File: src/rtl/uart_transmitter.sv
// uart_transmitter: buffered 8N1 UART transmitter driving the serial TX pin
//   Parameters: CLOCK_FREQ (Hz), BAUD_RATE (bit/s), FIFO_DEPTH (power of two, >= 2)
//   Ports:
//     clk            in   CPU clock, rising edge
//     rst_n          in   synchronous active-low reset
//     data_in[7:0]   in   byte to transmit
//     data_in_valid  in   data_in offered this cycle
//     data_in_ready  out  FIFO has room this cycle
//     serial_out     out  registered UART line, idle high
//     busy           out  FIFO non-empty or frame on the line
//     fifo_count     out  buffered bytes, excluding the byte being shifted
//   Optional feature: define UART_TX_PARITY_EN to append an even-parity bit (11-symbol frame)
module uart_transmitter #(
    parameter int CLOCK_FREQ = 83_333_333,
    parameter int BAUD_RATE  = 115_200,
    parameter int FIFO_DEPTH = 8
) (
    input  logic                          clk,
    input  logic                          rst_n,
    input  logic [7:0]                    data_in,
    input  logic                          data_in_valid,
    output logic                          data_in_ready,
    output logic                          serial_out,
    output logic                          busy,
    output logic [$clog2(FIFO_DEPTH):0]   fifo_count
);
    localparam int SET = CLOCK_FREQ / BAUD_RATE;
    localparam int CW  = SET > 1 ? $clog2(SET) : 1;
    localparam int AW  = $clog2(FIFO_DEPTH);
    localparam logic [CW-1:0] CNT_MAX = CW'(SET - 1);

`ifdef UART_TX_PARITY_EN
    typedef enum logic [2:0] {IDLE, START, DATA, PARITY, STOP} state_t;
`else
    typedef enum logic [1:0] {IDLE, START, DATA, STOP} state_t;
`endif

    logic [7:0]    mem_q [FIFO_DEPTH];
    logic [AW-1:0] wr_ptr_q, wr_ptr_d, rd_ptr_q, rd_ptr_d;
    logic [AW:0]   count_q, count_d;
    state_t        state_q, state_d;
    logic [CW-1:0] cnt_q, cnt_d;
    logic [2:0]    bit_q, bit_d;
    logic [7:0]    data_q, data_d;
    logic          serial_q, serial_d;
    logic          push, pop, sym_end;

    assign data_in_ready = count_q != (AW+1)'(FIFO_DEPTH);
    assign push          = data_in_valid & data_in_ready;
    assign sym_end       = cnt_q == CNT_MAX;
    // Pop while idle, or on the last stop-bit cycle so the next start bit follows with no gap
    assign pop           = (count_q != '0) & ((state_q == IDLE) | ((state_q == STOP) & sym_end));
    assign serial_out    = serial_q;
    assign busy          = (state_q != IDLE) | (count_q != '0);
    assign fifo_count    = count_q;

    always_comb begin
        wr_ptr_d = wr_ptr_q + AW'(push);
        rd_ptr_d = rd_ptr_q + AW'(pop);
        count_d  = count_q + (AW+1)'(push) - (AW+1)'(pop);
        state_d  = state_q;
        cnt_d    = sym_end ? '0 : cnt_q + CW'(1);
        bit_d    = bit_q;
        data_d   = pop ? mem_q[rd_ptr_q] : data_q;
        case (state_q)
            IDLE: begin
                cnt_d = '0;
                if (pop) state_d = START;
            end
            START: if (sym_end) begin
                state_d = DATA;
                bit_d   = '0;
            end
            DATA: if (sym_end) begin
                bit_d = bit_q + 3'd1;
`ifdef UART_TX_PARITY_EN
                if (bit_q == 3'd7) state_d = PARITY;
`else
                if (bit_q == 3'd7) state_d = STOP;
`endif
            end
`ifdef UART_TX_PARITY_EN
            PARITY: if (sym_end) state_d = STOP;
`endif
            STOP: if (sym_end) state_d = pop ? START : IDLE;
            default: state_d = IDLE;
        endcase
        // Line level is derived from the next state so serial_out is a clean register
        case (state_d)
            START:   serial_d = 1'b0;
            DATA:    serial_d = data_d[bit_d];
`ifdef UART_TX_PARITY_EN
            PARITY:  serial_d = ^data_d;
`endif
            default: serial_d = 1'b1;
        endcase
    end

    always_ff @(posedge clk) begin
        if (push) mem_q[wr_ptr_q] <= data_in;
    end

    always_ff @(posedge clk) begin
        if (!rst_n) begin
            wr_ptr_q <= '0;
            rd_ptr_q <= '0;
            count_q  <= '0;
            state_q  <= IDLE;
            cnt_q    <= '0;
            bit_q    <= '0;
            data_q   <= '0;
            serial_q <= 1'b1;
        end else begin
            wr_ptr_q <= wr_ptr_d;
            rd_ptr_q <= rd_ptr_d;
            count_q  <= count_d;
            state_q  <= state_d;
            cnt_q    <= cnt_d;
            bit_q    <= bit_d;
            data_q   <= data_d;
            serial_q <= serial_d;
        end
    end
endmodule

File: config.mk
export PLATFORM = sky130hd
export DESIGN_NAME = uart_transmitter
export DESIGN_NICKNAME = d
export VERILOG_FILES = /design/src/rtl/uart_transmitter.sv
export SDC_FILE = /design/constraint.sdc
export NUM_CORES = 1
export LEC_CHECK = 0
export ABC_AREA = 1
export CORE_ASPECT_RATIO = 1.1
export CORE_UTILIZATION = 65
export CTS_CLUSTER_SIZE = 16
export DETAILED_ROUTE_END_ITERATION = 8
export PLACE_DENSITY = 0.94
export SLEW_MARGIN = 20
export SYNTH_ARGS = -nofsm -noshare
export SYNTH_HDL_FRONTEND = slang
export SYNTH_SLANG_ARGS = --single-unit
File: constraint.sdc
create_clock -name clk -period 3.9 [get_ports clk]
set_input_delay 0.78 -clock clk [delete_from_list [all_inputs] [get_ports clk]]
set_output_delay 0.78 -clock clk [all_outputs]
set_load 0.05 [all_outputs]
# Yosys cells after proc, flatten, opt, wreduce, memory -nomap -nowiden
# Memory sizes are Yosys's and may differ from the RTL's. A register that Yosys moved wholly into a read port is not among the register bits.
# Cells that the tools add are included.
# totals
ff_bits	34
ram_bits	64
input_bits	11
elab_cells	51
memories	1
# classes
addsub	6
magnitude_cmp	1
n_eq_ne	8
muxes	17
bitwise	6
n_reduce_logical	4
# mem_list
name	depth	word_bits	rd	rd_clocked_by_memory_dff	write_ports	line_no	rtl
mem_q	8	8	1	1	1	38	logic [7:0] mem_q [FIFO_DEPTH];
# op_table
cell	n
adder 10 x 1 -> 10 bit (second input constant)	1
== test 10 bit (second input constant)	1
2-to-1 mux 2 bit	5
2-to-1 mux 3 bit	3
2-to-1 mux 8 bit	1
one-hot mux 2 bit (4 select lines)	1
adder 3 x 1 -> 3 bit	2
== test 2 bit (second input constant)	3
one-hot mux 3 bit (2 select lines)	1
adder 4 x 1 -> 4 bit	1
== test 2 x 1 -> 1 bit (second input constant)	2
less-than comparator 3 x 4 -> 1 bit (second input constant)	1
2-to-1 mux 1 bit	4
!= test 4 bit (second input constant)	1
nonzero test 4 bit	1
subtractor 4 x 1 -> 4 bit	1
adder 3 x 1 -> 3 bit (second input constant)	1
AND 1 bit	3
binary-select mux 1 bit (select 3 bit)	1
== test 3 bit (second input constant)	1
OR reduction 3 bit	1
zero test 2 bit	1
OR 1 bit	2
one-hot mux 1 bit (2 select lines)	1
other kinds (2)	2

# Longest topological paths before layout
# Gate-level depths: netlist (run 1).
# depth
depth_word	9
depth_mapped	17

# Worst setup path after synthesis (run 1)
# Ideal clock, no wire load.
# synth_path
path_type	register to register
start	register count_q[2], in the netlist fifo_count[2]
end	register count_q[2], in the netlist fifo_count[2]
setup_time_ns	0.128
arrival_time_ns	2.547
slack_ns	1.225
stages_incl_launch_ff	12
cell_sequence	dfxtp_1 > inv_1 > ha_1 > nand2_1 > nand2_1 > ha_1 > inv_1 > ha_1 > inv_1 > fa_1 > xor2_1 > nor2_1
# synth_via
elab_chain_len	4
word_cells_on_any_way	6
# synth_lines
item	line_no	rtl
from (decl)	40	logic [AW:0] count_q, count_d;
from (signal assigned)	116	count_q <= count_d;
!= test 4 bit	48	assign data_in_ready = count_q != (AW+1)'(FIFO_DEPTH);
via data_in_ready	22	output logic data_in_ready,
AND 1 bit	49	assign push = data_in_valid & data_in_ready;
adder 4 x 1 -> 4 bit	60	count_d = count_q + (AW+1)'(push) - (AW+1)'(pop);
subtractor 4 x 1 -> 4 bit	60	
# The timed path passes the listed nets, and every way through them passes these cells.
# A chain may end at the register's enable or synchronous reset.

# Worst setup path after layout (run 1)
# layout_path
start	register state_q[0]
end	output busy
# layout_via
elab_chain_len	2
# layout_lines
item	line_no	rtl
from (decl)	41	state_t state_q, state_d;
from (signal assigned)	117	state_q <= state_d;
nonzero test 2 bit	54	assign busy = (state_q != IDLE) | (count_q != '0);
OR 1 bit	54	
to (decl)	24	output logic busy,
# Every way passes these cells.

==> impl_metrics.env, run 1 <==
export IMPL_status="complete, no violations"
export IMPL_period_needed_ps=2850
export IMPL_yosys_warnings=0
export IMPL_clockBufferDepth=2
export IMPL_slew_headroom_pct=48.1
export IMPL_hold_end="cnt_q[0]"
export IMPL_hold_buffers=0
export IMPL_switchingPower_mw=1.31
export IMPL_hold_slack_ps=481
export IMPL_dpl_instance_area_mm2=0.00480
export IMPL_critPathSlowestCell="clkdlybuf4s50_1"
export IMPL_combinationalPowerShare_pct=39.3
export IMPL_synth_cells=505
export IMPL_grt_pass1_vias=3196
export IMPL_slew_violations=0
export IMPL_cp_arrival_ps=2070
export IMPL_detail_route_vias_per_cell=5.55
export IMPL_cp_required_ps=3120
export IMPL_cts_tree="yes"
export IMPL_num_io_pins=18
export IMPL_p_sw_share_pct=39.5
export IMPL_synth_seq_cells=98
export IMPL_overflow=0
export IMPL_die_area_mm2=0.00743
export IMPL_grt_start_max_net_pins=34
export IMPL_r2r_cells=15
export IMPL_synthArstFlopShare_pct=0
export IMPL_min_path_type="register to register"
export IMPL_hold_depth=1
export IMPL_syn_avg_cell_area_um2=9.13
export IMPL_intPower_mw=2.02
export IMPL_place_hpwl_mm=6.27
export IMPL_portBuffers=17
export IMPL_synth_most_common_cell="nand2_1"
export IMPL_path_class="register to output pin"
export IMPL_syn_area_mm2=0.00461
export IMPL_vias=3369
export IMPL_rows=31
export IMPL_synth_top_area_share_pct=41.7
export IMPL_worstPathCellList="inv_1 -> ha_1 -> nand3_1 -> clkdlybuf4s50_1"
export IMPL_grt_usage_pct=27.8
export IMPL_fin_ws_ps=1050
export IMPL_ant_nets=0
export IMPL_irDropWorstVdd_v=0.000579
export IMPL_reg2reg_to="fifo_count[2]"
export IMPL_cellPowerDensity_mw_per_mm2=664
export IMPL_critPathMaxStageDelay_ps=800
export IMPL_finalHoldViolCount=0
export IMPL_post_route_period_util_pct=73.1
export IMPL_path_max_fanout=5
export IMPL_cts_buffers=9
export IMPL_fin_area_mm2=0.00502
export IMPL_gp_congestion=0.900
export IMPL_p_leak_nw=2.20
export IMPL_synth_common_cells="nand2_1, inv_1, edfxtp_1"
export IMPL_synth_top_cell_by_area="edfxtp_1"
export IMPL_grt_first_pass_wirelength_mm=15.0
export IMPL_yosys_top_cells_area="edfxtp_1, dfxtp_1, nand2_1"
export IMPL_finClkSkew_ps=6.70
export IMPL_final_core_util_pct=74.8
export IMPL_start_util_pct=68.7
export IMPL_end_kind="output pin"
export IMPL_start_kind="register"
export IMPL_die_y_um=90.3
export IMPL_seq_power_share_pct=39.6
export IMPL_cts_repair_resized=0
export IMPL_setup_viol=0
export IMPL_drv_cap=0
export IMPL_htree_levels=3
export IMPL_route_final_wire_length_mm=9.24
export IMPL_rrSetupSlack_ps=1320
export IMPL_pre_cts_ws_ps=1300
export IMPL_core_mm2=0.00671
export IMPL_final_nets=552
export IMPL_hp_start="cnt_q[0]"
export IMPL_die_x_um=82.3
export IMPL_syn_nets=537
export IMPL_synth_edf_count=64
export IMPL_rsz0062_at_grt="false"
export IMPL_tns_ps=0
export IMPL_clock_sinks=98
export IMPL_synth_distinct_cells=36
export IMPL_post_cts_buffers=0
export IMPL_synth_main_ff_cell="edfxtp_1"
export IMPL_area_growth_pct=8.93
export IMPL_crit_reg2reg_launch="cnt_q[0]"
export IMPL_antenna_found_initial=0
export IMPL_seq_area_frac_synth_pct=56.5
export IMPL_clk_pin_slew_worst_paths_ps=90
export IMPL_fmax_mhz=351
export IMPL_drt_iter0_drc=330
export IMPL_tightestPinTransition_ps=775
export IMPL_cts_root_buffer="clkbuf_8"
export IMPL_antennaDiodeCount=0
export IMPL_post_drt_wl_per_cell_um=15.2
export IMPL_firstDrtPassIters=5
export IMPL_clkPwrFrac_pct=21.0
export IMPL_drive_above_1_share_pct=7.81
export IMPL_insertion_delay_ps=360
export IMPL_drc_errors=0
-- layout by cell type (no fill, tap or decap), drive strengths merged, types with 2 or more instances in the layout --
master         instances
nor2                  36
clkbuf                 9
bufinv                 2
xnor2                  2
a21oi                 15
o211ai                 3
inv                   81
or2                    3
clkinv                 3
clkdlybuf4s50         17
nand2                158
o21ai                 12
nor3b                  4
dfxtp                 34
ha                    20
edfxtp                64
a211oi                 2
nand4                  3
nand3                 50
-- flip-flops by register name, summed over array words and instances, names as in the netlist --
name,flops
mem_q,64
cnt_q,10
fifo_count,4
state_q,2
serial_out,1
rd_ptr_q,3
bit_q,3
wr_ptr_q,3
data_q,8
-- cell type report --
cell class / instances / area, um2
multi-input cells: 313 / 1620
flip-flops and latches: 98 / 2600
clock inverters: 7 / 91.3
well taps: 82 / 103
clock buffers: 9 / 124
fillers: 438 / 1690
repair buffers: 18 / 178
inverters: 80 / 300
-- layer usage --
layer	GRT usage, %	up-vias	routed length, um
li1	-	1645	-
met1	36.9	1547	3880
met2	43.7	151	4390
met3	4.95	26	650
met4	13.2	0	308
met5	0	-	0
-- cells by family (layout without fill, tap and decap cells) --
logic type,count (synthesis),after routing,synth area share (%)
xor gates and xnor gates,3,3,0.570
adders and majority gates,21,21,5.86
buffers and inverters,94,114,8.34
DFF,98,98,56.5
AOI/OAI and AO/OA,34,34,4.24
and+or+nand+nor,255,255,24.5
-- worst max path at each step --
stage	startpoint	end	slack, ps	cells after the start
final	state_q[0]	busy	1050	4
after detailed placement	data_in_valid	fifo_count[2]	1300	9
after global routing	state_q[0]	busy	950	4
after floorplan	fifo_count[2]	fifo_count[2]	1230	11
after CTS	state_q[0]	busy	1030	4
after global placement	data_in_valid	mem_q[2][5]	1360	4
-- worst max-delay path, delay by kind of cell, from the launching register on --
family | cells | cell delay [ps]
flops | 1 | 420
buf+inv | 2 | 910
simple gates | 1 | 110
fa+ha+maj | 1 | 270
-- stage by stage --
stage,power (mW),instances
6_report,3.33,607
5_1_grt,3.52,607
4_1_cts,3.31,607
3_5_place_dp,2.61,591
3_3_place_gp,2.54,591
2_1_floorplan,2.33,505
-- power by group through the flow --
stage	sequential [mW]	combinational, mW	clock [mW]
2_1_floorplan	1.38	0.953	0
3_3_place_gp	1.34	1.21	0
3_5_place_dp	1.34	1.26	0
4_1_cts	1.32	1.29	0.703
5_1_grt	1.33	1.45	0.735
6_report	1.32	1.31	0.700
Power figures use the tool's default switching activity.
==> run 2, diff against run 1 <==
Settings changed: CORE_UTILIZATION 65 to 55, PLACE_DENSITY 0.94 to 0.86.
Clock period 3.9 ns to 2.5 ns, I/O delays scaled along.
==> run 2 against run 1 <==
Compared with the run above: routed wire length decreased by 2.5%; power increased by 53%; sequential power increased by 55%; worst hold slack got worse by 8.3 ps; sequential share of layout area decreased by 1.2 points; cell count increased by 6.8%; combinational power increased by 61%; via count decreased by 0.42%; critical endpoint is now data_in_ready; largest cell class unchanged.
==> impl_metrics.env, run 2 (synthesis results as in run 1) <==
export IMPL_status="complete, no violations"
export IMPL_pre_cts_ws_ps=185
export IMPL_cp_arrival_ps=1860
export IMPL_hold_buffers=0
export IMPL_start_util_pct=57.6
export IMPL_crit_reg2reg_launch="state_q[0]"
export IMPL_top_register="mem_q"
export IMPL_slew_headroom_pct=63.9
export IMPL_largest_reg_flops=64
export IMPL_die_y_um=98
export IMPL_antenna_found_initial=0
export IMPL_cts_root_buffer="clkbuf_8"
export IMPL_cp_required_ps=2000
export IMPL_route_final_wire_length_mm=9.01
export IMPL_drt_iter0_drc=336
export IMPL_gp_congestion=0.846
export IMPL_m1WireLength_mm=3.78
export IMPL_drive_above_1_share_pct=11.5
export IMPL_cp_endpoint="data_in_ready"
export IMPL_setup_viol=0
export IMPL_post_route_period_util_pct=94.3
export IMPL_fmax_mhz=424
export IMPL_clockBufferDepth=2
export IMPL_fin_ws_ps=142
export IMPL_drc_errors=0
export IMPL_period_needed_ps=2360
export IMPL_die_x_um=89.3
export IMPL_path_max_fanout=3
export IMPL_grt_start_max_net_pins=33
export IMPL_slew_violations=0
export IMPL_r2r_cells=12
export IMPL_finalHoldViolCount=0
export IMPL_place_hpwl_mm=6.12
export IMPL_hold_depth=1
export IMPL_overflow=0
export IMPL_grt_usage_pct=22.9
export IMPL_vias=3355
export IMPL_firstDrtPassIters=7
export IMPL_fin_area_mm2=0.00514
export IMPL_placedCellCount=630
export IMPL_total_power_mw=5.11
export IMPL_reg2reg_to="fifo_count[2]"
export IMPL_hold_slack_ps=472
export IMPL_p_leak_nw=2.27
export IMPL_ant_nets=0
export IMPL_path_class="register to output pin"
export IMPL_rrSetupSlack_ps=180
export IMPL_wl_met2_mm=4.50
export IMPL_hp_start="cnt_q[0]"
export IMPL_tightestPinTransition_ps=541
export IMPL_end_kind="output pin"
export IMPL_cellPowerDensity_mw_per_mm2=994
export IMPL_final_nets=567
export IMPL_final_core_util_pct=64.3
export IMPL_clock_sinks=98
export IMPL_reg_top3="mem_q x64, cnt_q x10, data_q x8"
export IMPL_final_cell_mix="nand2_1, inv_1, edfxtp_1, nand3_1"
export IMPL_rsz0062_at_grt="false"
export IMPL_grt_first_pass_wirelength_mm=15.2
export IMPL_met3_wirelength_um=525
export IMPL_irDropWorstVdd_v=0.000698
export IMPL_htree_levels=3
export IMPL_detail_route_vias_per_cell=5.18
export IMPL_final_common_cell="nand2_1"
export IMPL_core_mm2=0.00800
export IMPL_grt_pass1_vias=3310
export IMPL_clk_pin_slew_worst_paths_ps=90
export IMPL_cts_buffers=9
export IMPL_die_area_mm2=0.00875
export IMPL_instances_no_fill=648
export IMPL_cts_tree="yes"
export IMPL_portBuffers=17
export IMPL_rows=34
export IMPL_post_drt_wl_per_cell_um=13.9
export IMPL_antennaDiodeCount=0
export IMPL_min_path_type="register to register"
export IMPL_drv_cap=0
export IMPL_area_growth_pct=11.6
export IMPL_insertion_delay_ps=360
export IMPL_finClkSkew_ps=12.0
export IMPL_start_kind="register"
export IMPL_num_io_pins=18
export IMPL_highest_layer="met4"
export IMPL_dpl_instance_area_mm2=0.00494
export IMPL_startpoint="fifo_count[2]"
export IMPL_tns_ps=0
run 2: cell type report:
class	count	area, um2
inverter	80	300
clock buffer	9	124
fill	626	2860
sequential	98	2610
clock inverter	7	58.8
multi-input combinational	313	1630
timing repair buffer	33	288
tap	108	135
run 2: worst min-delay path by stage:
stage / endpoint / slack (ps)
6_report: cnt_q[0] / 470
5_1_grt: cnt_q[0] / 490
4_1_cts: cnt_q[0] / 480
3_5_place_dp: cnt_q[0] / 450
3_3_place_gp: cnt_q[0] / 440
2_1_floorplan: cnt_q[0] / 430
run 2: worst max-delay path: stages (launching register included):
cell and delay (ps):
dfxtp_2 330, inv_1 70, ha_1 200, nand2_1 100
clkdlybuf4s50_1 810
run 2: what timing repair did:
item / CTS / global route
resized for setup: 0 / 2
setup buffers: 0 / 2
endpoints found under the setup margin: 0 / 2
run 2: metal layers:
| layer | GRT usage [%] | up-vias |
|---|---|---|
| met4 | 10.6 | 0 |
| met1 | 29.9 | 1555 |
| met5 | 0 | - |
| li1 | - | 1677 |
| met2 | 37.0 | 105 |
| met3 | 3.72 | 18 |
run 2: where the power goes:
part	internal, mW	switching, mW
Clock	0.380	0.572
Combinational	0.745	1.37
Sequential	1.93	0.118
Total	3.05	2.06
==> run 3, diff against run 2 <==
Settings changed: ABC_CLOCK_PERIOD_IN_PS set to 2500.
==> results of run 3 <==
No change in the layout: final DEF, timing and power equal those of run 2.
